[config.mk]
export PLATFORM = sky130hd
export DESIGN_NAME = min_pair_stream
export DESIGN_NICKNAME = d
export VERILOG_FILES = /design/src/rtl/min_pair_stream.sv
export SDC_FILE = /design/constraint.sdc
export NUM_CORES = 1
export LEC_CHECK = 0
export BUFFER_PORTS_ARGS = -buffer_cell sky130_fd_sc_hd__buf_2
export CAP_MARGIN = 20
export CORE_ASPECT_RATIO = 0.7
export CORE_MARGIN = 4
export CORE_UTILIZATION = 53
export CTS_CLUSTER_DIAMETER = 100
export DETAILED_ROUTE_END_ITERATION = 10
export PLACE_DENSITY = 0.79
export SYNTH_ARGS = -nofsm -noshare
export SYNTH_HDL_FRONTEND = slang
export SYNTH_SLANG_ARGS = --single-unit
[constraint.sdc]
create_clock -name clk -period 2.51 [get_ports clk]
set_input_delay 0.251 -clock clk [delete_from_list [all_inputs] [get_ports clk]]
set_output_delay 0.251 -clock clk [all_outputs]
set_load 0.02 [all_outputs]
[src/rtl/min_pair_stream.sv]
// Serial minimum/second-minimum tracker: buffers a frame of N samples, tracks
// the two smallest values and the first index of the smallest, then holds them.
module min_pair_stream #(
  parameter int N  = 16,
  parameter int W  = 4,
  parameter int IW = 4
) (
  input  logic           clk,
  input  logic           rst_n,
  input  logic           clr,
  input  logic           in_valid,
  output logic           in_ready,
  input  logic [W-1:0]   in_data,
  output logic           out_valid,
  input  logic           out_ready,
  output logic [W-1:0]   min1,
  output logic [W-1:0]   min2,
  output logic [IW-1:0]  index_min1,
  output logic [W*N-1:0] frame
);

  typedef enum logic {
    LOAD = 1'b0,
    HOLD = 1'b1
  } state_e;

  localparam logic [W-1:0]  ALL_ONES = '1;
  localparam logic [IW-1:0] LAST_IDX = IW'(N - 1);

  state_e                  state_q, state_d;
  logic [IW-1:0]           cnt_q, cnt_d;
  logic [W-1:0]            min1_q, min1_d;
  logic [W-1:0]            min2_q, min2_d;
  logic [IW-1:0]           idx_q, idx_d;
  logic [N-1:0][W-1:0]     frame_q, frame_d;

  logic accept;

  // Handshake flags come from state alone, so no input reaches them combinationally.
  assign in_ready   = (state_q == LOAD);
  assign out_valid  = (state_q == HOLD);
  assign accept     = in_valid && in_ready;

  assign min1       = min1_q;
  assign min2       = min2_q;
  assign index_min1 = idx_q;
  assign frame      = frame_q;

  always_comb begin
    // NOTE: every _d gets a default from its _q first, so no path leaves a
    // variable unassigned and no latch is inferred.
    state_d = state_q;
    cnt_d   = cnt_q;
    min1_d  = min1_q;
    min2_d  = min2_q;
    idx_d   = idx_q;
    frame_d = frame_q;

    if (clr) begin
      // Abort wins over both handshakes; the buffered frame is left as is.
      state_d = LOAD;
      cnt_d   = '0;
      min1_d  = ALL_ONES;
      min2_d  = ALL_ONES;
      idx_d   = '0;
    end else begin
      case (state_q)
        LOAD: begin
          if (accept) begin
            frame_d[cnt_q] = in_data;
            // Ties with min1 fall through to the min2 path, keeping the first index.
            if (in_data < min1_q) begin
              min2_d = min1_q;
              min1_d = in_data;
              idx_d  = cnt_q;
            end else if (in_data < min2_q) begin
              min2_d = in_data;
            end
            cnt_d = cnt_q + IW'(1);
            if (cnt_q == LAST_IDX) begin
              state_d = HOLD;
            end
          end
        end
        HOLD: begin
          if (out_ready) begin
            state_d = LOAD;
            min1_d  = ALL_ONES;
            min2_d  = ALL_ONES;
            idx_d   = '0;
          end
        end
        default: state_d = LOAD;
      endcase
    end
  end

  // NOTE: the sample buffer is reset along with the control state because its
  // contents are visible on the frame port; a reset-less array would expose X.
  always_ff @(posedge clk or negedge rst_n) begin
    if (!rst_n) begin
      state_q <= LOAD;
      cnt_q   <= '0;
      min1_q  <= ALL_ONES;
      min2_q  <= ALL_ONES;
      idx_q   <= '0;
      frame_q <= '0;
    end else begin
      // NOTE: non-blocking assignments so every flop samples pre-edge values.
      state_q <= state_d;
      cnt_q   <= cnt_d;
      min1_q  <= min1_d;
      min2_q  <= min2_d;
      idx_q   <= idx_d;
      frame_q <= frame_d;
    end
  end

endmodule

* Word-level counts from Yosys, hierarchy flattened
Index checks and enable logic that the tools add are counted.
W data, S select, Z words.
** Word-level totals
- Input bits :: 9
- Register bits after elaboration :: 81
** Cells by class
- $add $sub $neg :: 1
- Equality and inequality tests :: 6
- Order comparisons :: 4
- Bitwise operators :: 2
- Reductions and logical operators :: 7
- Muxes and demuxes :: 26
** Operators by type and width (count)
- $bwmux W64 :: 1
- $mux W4 :: 16
- $pmux W4 S2 :: 3
- $demux W4 S4 :: 1
- $reduce_and A3 Y1 :: 3
- $lt A4 B4 Y1 :: 2
- $ne A3 B2 Y1 const B :: 2
- $lt A4 B5 Y1 const B :: 1
- $add A4 B1 Y4 const B :: 1
- $eq A4 B4 Y1 const B :: 1
- $ge A4 B1 Y1 const B :: 1
- $mux W1 :: 4
- $ne A4 B2 Y1 const B :: 1
- $ne A3 B3 Y1 const B :: 1
- $logic_and A1 B1 Y1 :: 2
- $ne A2 B2 Y1 const B :: 1
- $not A1 Y1 :: 2
- $pmux W1 S2 :: 1
- $reduce_and A2 Y1 :: 1
- $reduce_bool A2 Y1 :: 1

* Depth between registers and ports, before layout
Gate-level depths: netlist of run 1.
- Depth in word-level cells :: 6
- Gate-level depth with buffers :: 8

* Worst setup path before layout of run 1
Ideal clock, no wire load.
- Path kind :: reg-to-reg
- Start point :: reg min1_q[3], in the netlist min1[3]
- End point :: reg min2_q[0], in the netlist min2[0]
- Data arrival time :: 1.946 ns
- Slack :: 0.489 ns
- Setup time :: 0.075 ns
- Required time :: 2.435 ns
- Cell stages (with the launch flop) :: 8
- Period minus slack after synthesis :: 2.021 ns
- Path buffers :: 0
- Cell sequence :: dfstp_2 > inv_1 > ha_1 > o211ai_2 > o21ai_4 > nor2_1 > a211oi_2 > mux2i_1
** On the way
- Word-level cells in the longest chain between the ends :: 5
- Elaborated cells between the ends (all ways) :: 7
- Classes of those cells :: 1 x order compare; 1 x eq/ne; 4 x mux; 1 x reduce/logical
** RTL lines
- start, declared :: line 32 : logic [W-1:0] min1_q, min1_d;
- start signal, assigned :: line 112 : min1_q <= min1_d;
- $lt A4 B4 Y1 (*) :: line 72 : if (in_data < min1_q) begin
- $mux W4 :: line 72
- $mux W4 :: line 69 : if (accept) begin
- $pmux W4 S2 :: line 67 : case (state_q)
- $mux W4 :: line 59 : if (clr) begin
- end signal, assigned :: line 113 : min2_q <= min2_d;
- end, declared :: line 33 : logic [W-1:0] min2_q, min2_d;
Mark *: on every way between the ends. The rest lies on a longest branch, timed or not. The select of a mux whose other input is x is not followed.
A chain may end at the register's enable or synchronous reset.

* Final worst setup path of run 1
- Start point :: reg min1_q[2], in the netlist min1[2]
- End point :: reg min2_q[3], in the netlist min2[3]
Same word-level chain as after synthesis.

==> run summary, run 1 <==
The flow ran to the end, and the final reports show no timing, DRC or antenna violations. Compared with the post-synthesis result, the final layout area differs by 18.74%. Once detail routing completed, the nets flagged for antenna violations numbered 0.

The number of port buffers is 86. The total area inside the core boundary comes to 0.006426 sq mm. The area of the die came out at 0.008208 sq mm. The sequential-to-total area share from yosys stat is 56.49%. The die height came out at 77.01 um. The filler cells instantiated in the layout total 516. The number of cells on the worst hold path is 2.

The wire length per cell after detailed routing came out at 17.20 um. Ranked by total cell area, the synthesized netlist is headed by dfrtp_1, mux2_2, dfstp_2, mux2_4, ha_1. The slowest stage of the critical path belongs to the cell dfstp_2. Excluding fillers, the count of instances in the completed layout stands at 455. The cell taking the most area after synthesis is dfrtp_1. The origin of the critical flop-to-flop path is min1[2].

Timing would allow up to 472.4 MHz. The startpoint of the worst hold path is clr. The highest ir drop seen on vdd came out at 0.3324 mV. The number of cells after detailed placement is 439.

The number of buffers and inverters on the critical path is 1. Setup total negative slack on the finished layout was measured at 0 ps. The post-place instance area came out at 0.004086 sq mm. The pre-antenna-repair detailed-routing pass consisted of 5 iterations. Summed over all cells, the static leakage comes to 2.318 nW. The cell area that synthesis handed to floorplanning was 0.003606 sq mm. The clock sink count is 81. The effective utilization at floorplan came out at 56.11%. After detailed routing, the total wire length is 7828 um. The largest delay contributor family on the critical path is compound AO/OA/AOI/OAI gates. In this run the mean area of a mapped cell was 13.21 sq um. The clock reaches the later pin of the worst-skew pair after 350 ps. In this run the power density over the cells is 655.4 mW/mm^2. The largest buffer count on any clock path is 2. The transition time at the pin with the least slew margin is 443.1 ps.

The number of global-route vias before repair is 2,403. The cell row count is 24. The post-route fraction of the period consumed by the critical path is 84.33%. Walking the worst path, the cells encountered are inv_1 > ha_1 > o211ai_2 > o21ai_4 > nor2_1 > a211oi_2 > mux2i_1. TritonCTS built the clock tree. The routed via count came out at 2,367. Synthesis handed over a netlist of 273 instances. The summed area of non-filler cells in the final layout came out at 0.004282 sq mm. After clock tree synthesis, the clock-pin slew on the worst setup and hold paths is 80 ps. The path with the worst hold slack has its endpoint at cnt_q[2]. The smallest setup slack after layout came out at 393.2 ps. The worst path required time is 2780 ps. In this run, the number of DRC markers left after iteration 0 of detailed routing was 64. Setup repair after global routing left no endpoint under its margin. The setup slack of the worst register-to-register path came out at 390 ps. The placer congestion estimate is 0.7868. The number of max-slew violations in the final report was 0. In the synthesized netlist the dominant register cell turns out to be dfrtp_1. The worst setup path is of the reg -> reg kind. The overall power after layout came out at 2.806 mW. The DRC violation count after routing came out at 0. After legalization and detailed placement, the total HPWL measured 5636 um.

The most common cell in the synthesized netlist is dfrtp_1. The total congestion overflow is 0. The worst clock skew is 7.678 ps.

The H-tree level count is 3. Global routing consumed, over all layers together, 20.32% of the routing resources. The fraction of registers with async set or reset after synthesis is 100.0%. The endpoint of the worst register-to-register path is min2[3].

The time the worst path needs with I/O delays and setup is 2117 ps. 0 antenna diodes ended up in the layout. Sorting the synthesized cells by how often they occur yields dfrtp_1, mux2_2, nor2_1, nand2_1, inv_1. The first global-routing pass estimated 12,900 um of wire. The fraction of synthesized cell area taken by the top area cell type is 50.66%. The per-cell via count in the routed design came out at 5.202.

The highest fanout seen on the critical path came out at 8. The tightest min-delay check is of the in -> reg type. The total I/O pin count is 87. The startpoint class of the critical path is a flip-flop.

The number of post-CTS setup repair buffers is 0. The relative max-transition margin came out at 70.41%. The hold violation count in the final report came out at 0.

For the worst flop-to-flop path, the logic depth is 7. The cell sitting at the root of the clock tree is a clkbuf_8. The number of antenna violations at the first check in global routing was 0. STA classifies the critical path endpoint as a flip-flop. The total of flip-flops plus latches after synthesis came out at 81. The number of buffers created by CTS is 9. The net count reported at finish came out at 380. The largest net degree at the start of global routing came out at 82.

The synthesized netlist net count is 292. The distinct cell type count after synthesis is 31. The delay of the slowest cell on the worst path came out at 550 ps. The share of final-layout standard cells stronger than drive strength 1 came out at 51.92%.

Setup violations remaining at the end of the flow were counted as 0. The data arrival time of the critical path came out at 2390 ps. The worst setup slack before clock tree synthesis is 417.6 ps. During synthesis, Yosys emitted a total of 0 warnings. The count of maximum capacitance violations is 0. The count of flip-flops with a built-in enable after synthesis came out at 0. The floorplan die width came out at 106.6 um.
==> worst register-to-register path, stage by stage, from the launching register on <==
cell and delay [ps]:
dfstp_2 550, inv_1 60, ha_1 290, o211ai_2 120, o21ai_4 270, nor2_1 80
a211oi_2 420, mux2i_1 250
==> registers in the layout (all words and copies together), names as in the netlist <==
register and flops:
out_valid 1, index_min1 4, min1 4, min2 4, frame 64, cnt_q 4
==> power breakdown <==
part           leakage (nW)  switching (mW)  internal (mW)
Combinational          1.16           0.326          0.200
Clock                0.0774           0.450          0.347
Sequential             1.08          0.0606           1.42
Total                  2.32           0.837           1.97
==> per-layer routing <==
metal,GRT usage [%],wire [um]
met1,28.98,3754
met2,30.40,3482
met4,3.448,53
met3,7.466,537
met5,0,0
==> worst max-delay path by stage <==
stage                          to  startpoint  depth (start not counted)
after CTS                 min2[3]     min1[2]                          7
after detailed placement  min2[3]     min1[2]                          7
after floorplan           min2[0]     min1[3]                          7
after global placement    min2[0]     min1[3]                          7
after global routing      min2[2]     min1[2]                          7
final                     min2[3]     min1[2]                          7
==> cell usage in the layout, fill, tap and decap left out, drive strengths merged, types with 3 or more instances in the layout <==
master / n
dfrtp: 73
nand3: 4
nor2: 23
a21oi: 12
mux2i: 4
nor2b: 3
clkbuf: 9
buf: 90
inv: 15
dfstp: 8
mux2: 64
nand2: 15
o21ai: 10
ha: 10
and3: 8
==> kinds of logic after synthesis <==
kind of cell	share of synthesized area [%]
fa+ha+maj	3.470
compound gates	4.823
buf+inv	3.921
flops	56.49
mux	22.35
xor+xnor	0.7288
simple gates	8.224
==> repair_timing <==
action / in CTS / in global routing
hold endpoints to repair: 0 / 14
resized for setup: 0 / 0
setup endpoints to repair: 0 / 0
hold buffers: 0 / 1
==> area by class of cell <==
cell class / instances / area, sq um / area share (%)
Sequential cell: 81 / 2037 / 47.57
Multi-Input combinational cell: 164 / 1428 / 33.34
Timing Repair Buffer: 91 / 493.0 / 11.51
Clock buffer: 9 / 123.9 / 2.893
Tap cell: 91 / 113.9 / 2.659
Inverter: 14 / 52.55 / 1.227
Clock inverter: 5 / 33.78 / 0.7890
==> stage by stage <==
stage	hold slack, ps	util, %
2_1_floorplan	-44.59	-
3_3_place_gp	469.7	63.59
3_5_place_dp	477.7	63.59
4_1_cts	91.15	66.04
5_1_grt	223.3	66.63
6_report	237.4	66.63
Power figures use the tool's default switching activity.
==> inputs of run 2 (changes only) <==
CORE_UTILIZATION = 48   (was 53)
PLACE_DENSITY = 0.76   (was 0.79)
clock period = 1.8 ns   (was 2.51 ns; I/O delays follow)
==> run summary, run 2 (same netlist as run 1, synthesis figures left out) <==
The number of buffers created by CTS is 9. The setup slack of the worst register-to-register path came out at -40 ps. The total global-route track usage is 19.23%.

Entering global routing, the biggest net connects 45 pins. The worst clock skew came out at 9.592 ps. The core box area came out at 0.007287 sq mm. The number of antenna violations at the first check in global routing came out at 0. The worst setup path is of the reg -> reg kind.

The flow ran to the end, but the final reports show violations. The register with the most flip-flops in the layout has 64 of them. The post-route antenna net violation count came out at 0. The delay of the slowest cell on the worst path came out at 540 ps. The final count of negative-setup-slack endpoints is 9. Input and output buffers added on the ports amount to 86.

The overall power after layout came out at 4.104 mW. Sequential cells account for 50.7% of the total power. Derived from the worst setup path, the maximum achievable clock frequency is 544.7 MHz. The final wirelength came out at 8431 um. The number of iterations in the first detailed-routing pass came out at 4. The number of global-route vias before repair came out at 2,506. The clock-pin slew of the registers on the worst-case setup and hold paths is 80 ps. For the worst setup path, the data arrival time is 2110 ps.

The share of final-layout standard cells stronger than drive strength 1 came out at 61.78%. The number of cells after detailed placement is 460. The fraction of met3 tracks used by global routing is 5.572%. The most crowded layer after global routing is met2. For this design the total switching power over the nets is 1.248 mW. The routed via count came out at 2,492.

Clock tree synthesis found a total of 81 sinks. The DRC violation count after routing is 0. The cell row count came out at 26.

The die covers 0.008985 sq mm. The end-of-flow core utilization came out at 63.48%. The highest ir drop seen on vdd is 0.4289 mV. The critical path's slowest cell is dfstp_2. The worst path required time came out at 2070 ps.

Setup repair after global routing could not meet its margin everywhere. Dividing the detail-routed via count by the number of cells gives 5.192. The wire length per cell after detailed routing is 17.56 um.

The worst setup slack before clock tree synthesis came out at -167.9 ps. The switching power share of the total is 30.42%. The highest fanout seen on the critical path came out at 8. TritonCTS built the clock tree. Leaving out fill and tap cells, the most frequent cell in the layout is buf_2. The net count reported at finish is 397.

The floorplan die width is 111.6 um. The layout-stage area growth over the synthesis result came out at 28.28%. 87 I/O pins were placed. For met2 alone, demand over resource in global routing was 29.48%.

The static leakage came out at 2.419 nW. At the end of routability-driven placement, the weighted congestion stood at 0.7926. The half-perimeter wire length after placement is 6043 um. The total overflow left after global routing is 0. The largest buffer count on any clock path came out at 2. In this run the worst hold path is classified as in -> reg.

The H-tree level count came out at 3. The global-route wire length before repair is 13,380 um. The checks that failed: negative setup slack. In this run, the clock network consumes 27.4% of the power. The cell area power density came out at 887.1 mW/mm^2. After layout, the worst setup slack is -35.76 ps. Dividing the final minimum period by the clock period gives 102.0%. The count of maximum capacitance violations came out at 0.

The worst-case hold slack came out at 196.7 ps. For this configuration, the core starts out at a cell density of 49.48%. The root buffer cell chosen for the clock tree is clkbuf_8. At the pin with the least slew margin, the transition time is 497.0 ps.

The number of diodes added for antenna fixing is 0. The time the worst path needs with I/O delays and setup is 1836 ps. For this block, the initial DRC count from the detailed router was 155. The die height is 80.52 um. In the layout the commonest cells are buf_2, dfrtp_1, mux2_2, nor2_1, buf_4. The fraction of met1 tracks used by global routing is 26.96%.

Among the stages of the critical path, the cell type that occurs most often is o21ai_4. STA classifies the critical path startpoint as a flip-flop. The later pin in the worst-skew pair is clocked with a latency of 350 ps.

The hold violation count in the final report is 0. The power share of the combinational group came out at 22.0%. The internal power of the cells is 2.855 mW. The worst setup path is captured at a flip-flop. Headroom to the max-slew limit came out at 66.87%. The number of max-slew violations in the final report came out at 0. The finished layout holds 480 standard cells, fillers aside. The critical path goes through inv_2 > ha_4 > a21oi_4 > o21ai_4 > buf_6 > o21ai_4 > buf_12 > nand3_2 > o21ai_1.
run 2: cell types whose count changed in the layout (fill, tap and decap cells not counted), sizes merged:
cell      change
buf          +16
clkinvlp      -2
clkbuf        +2
clkinv        +2
run 2: power groups by stage:
| stage | registers (mW) | logic [mW] | clock network (mW) |
|---|---|---|---|
| 6_report | 2.08 | 0.901 | 1.12 |
| 4_1_cts | 2.08 | 0.831 | 1.16 |
| 5_1_grt | 2.10 | 0.964 | 1.25 |
| 3_3_place_gp | 2.10 | 0.778 | 0 |
| 3_5_place_dp | 2.11 | 0.796 | 0 |
| 2_1_floorplan | 2.28 | 0.287 | 0 |
run 2: metrics by stage:
| step | setup TNS [ps] | instance area, sq um |
|---|---|---|
| 2_1_floorplan | -506.3 | 3635 |
| 3_3_place_gp | -199.1 | 4254 |
| 3_5_place_dp | -597.0 | 4254 |
| 4_1_cts | -225.8 | 4467 |
| 5_1_grt | -884.6 | 4626 |
| 6_report | -144.0 | 4626 |
run 2: cell type report:
class / instances / area (sq um)
sequential: 81 / 2037
inverter: 14 / 52.55
timing repair buffer: 108 / 646.9
fill: 592 / 2661
multi-input combinational: 164 / 1607
tap: 98 / 122.6
clock buffer: 10 / 127.6
clock inverter: 5 / 32.53
run 2: worst max-delay path: cells and delay by family, from the launching register on:
kind | cells | cell delay (ps)
AOI/OAI and AO/OA | 4 | 570
DFF | 1 | 540
buffers and inverters | 3 | 350
adders and majority gates | 1 | 230
and+or+nand+nor | 1 | 80
run 2: worst paths after layout:
path	from	to	depth (start not counted)
min reg2reg	frame[29]	frame[29]	1
max in group asynchronous	rst_n	frame[60]	3
min	clr	index_min1[1]	4
max reg2reg	min1[3]	index_min1[1]	9
max	min1[3]	index_min1[1]	9
min in group asynchronous	rst_n	frame[6]	2
run 2: what timing repair did:
item,CTS,global route
setup endpoints to repair,4,14
hold endpoints to repair,29,0
hold buffers,1,0
gates cloned,0,1
pin swaps,5,13
gates resized for setup,4,33
buffers inserted,2,1
run 2: per-layer routing:
metal	part of all wire [%]	wire length, um
met5	0	0
met4	0.85	72
met3	6.7	562
met2	44	3712
met1	48	4084
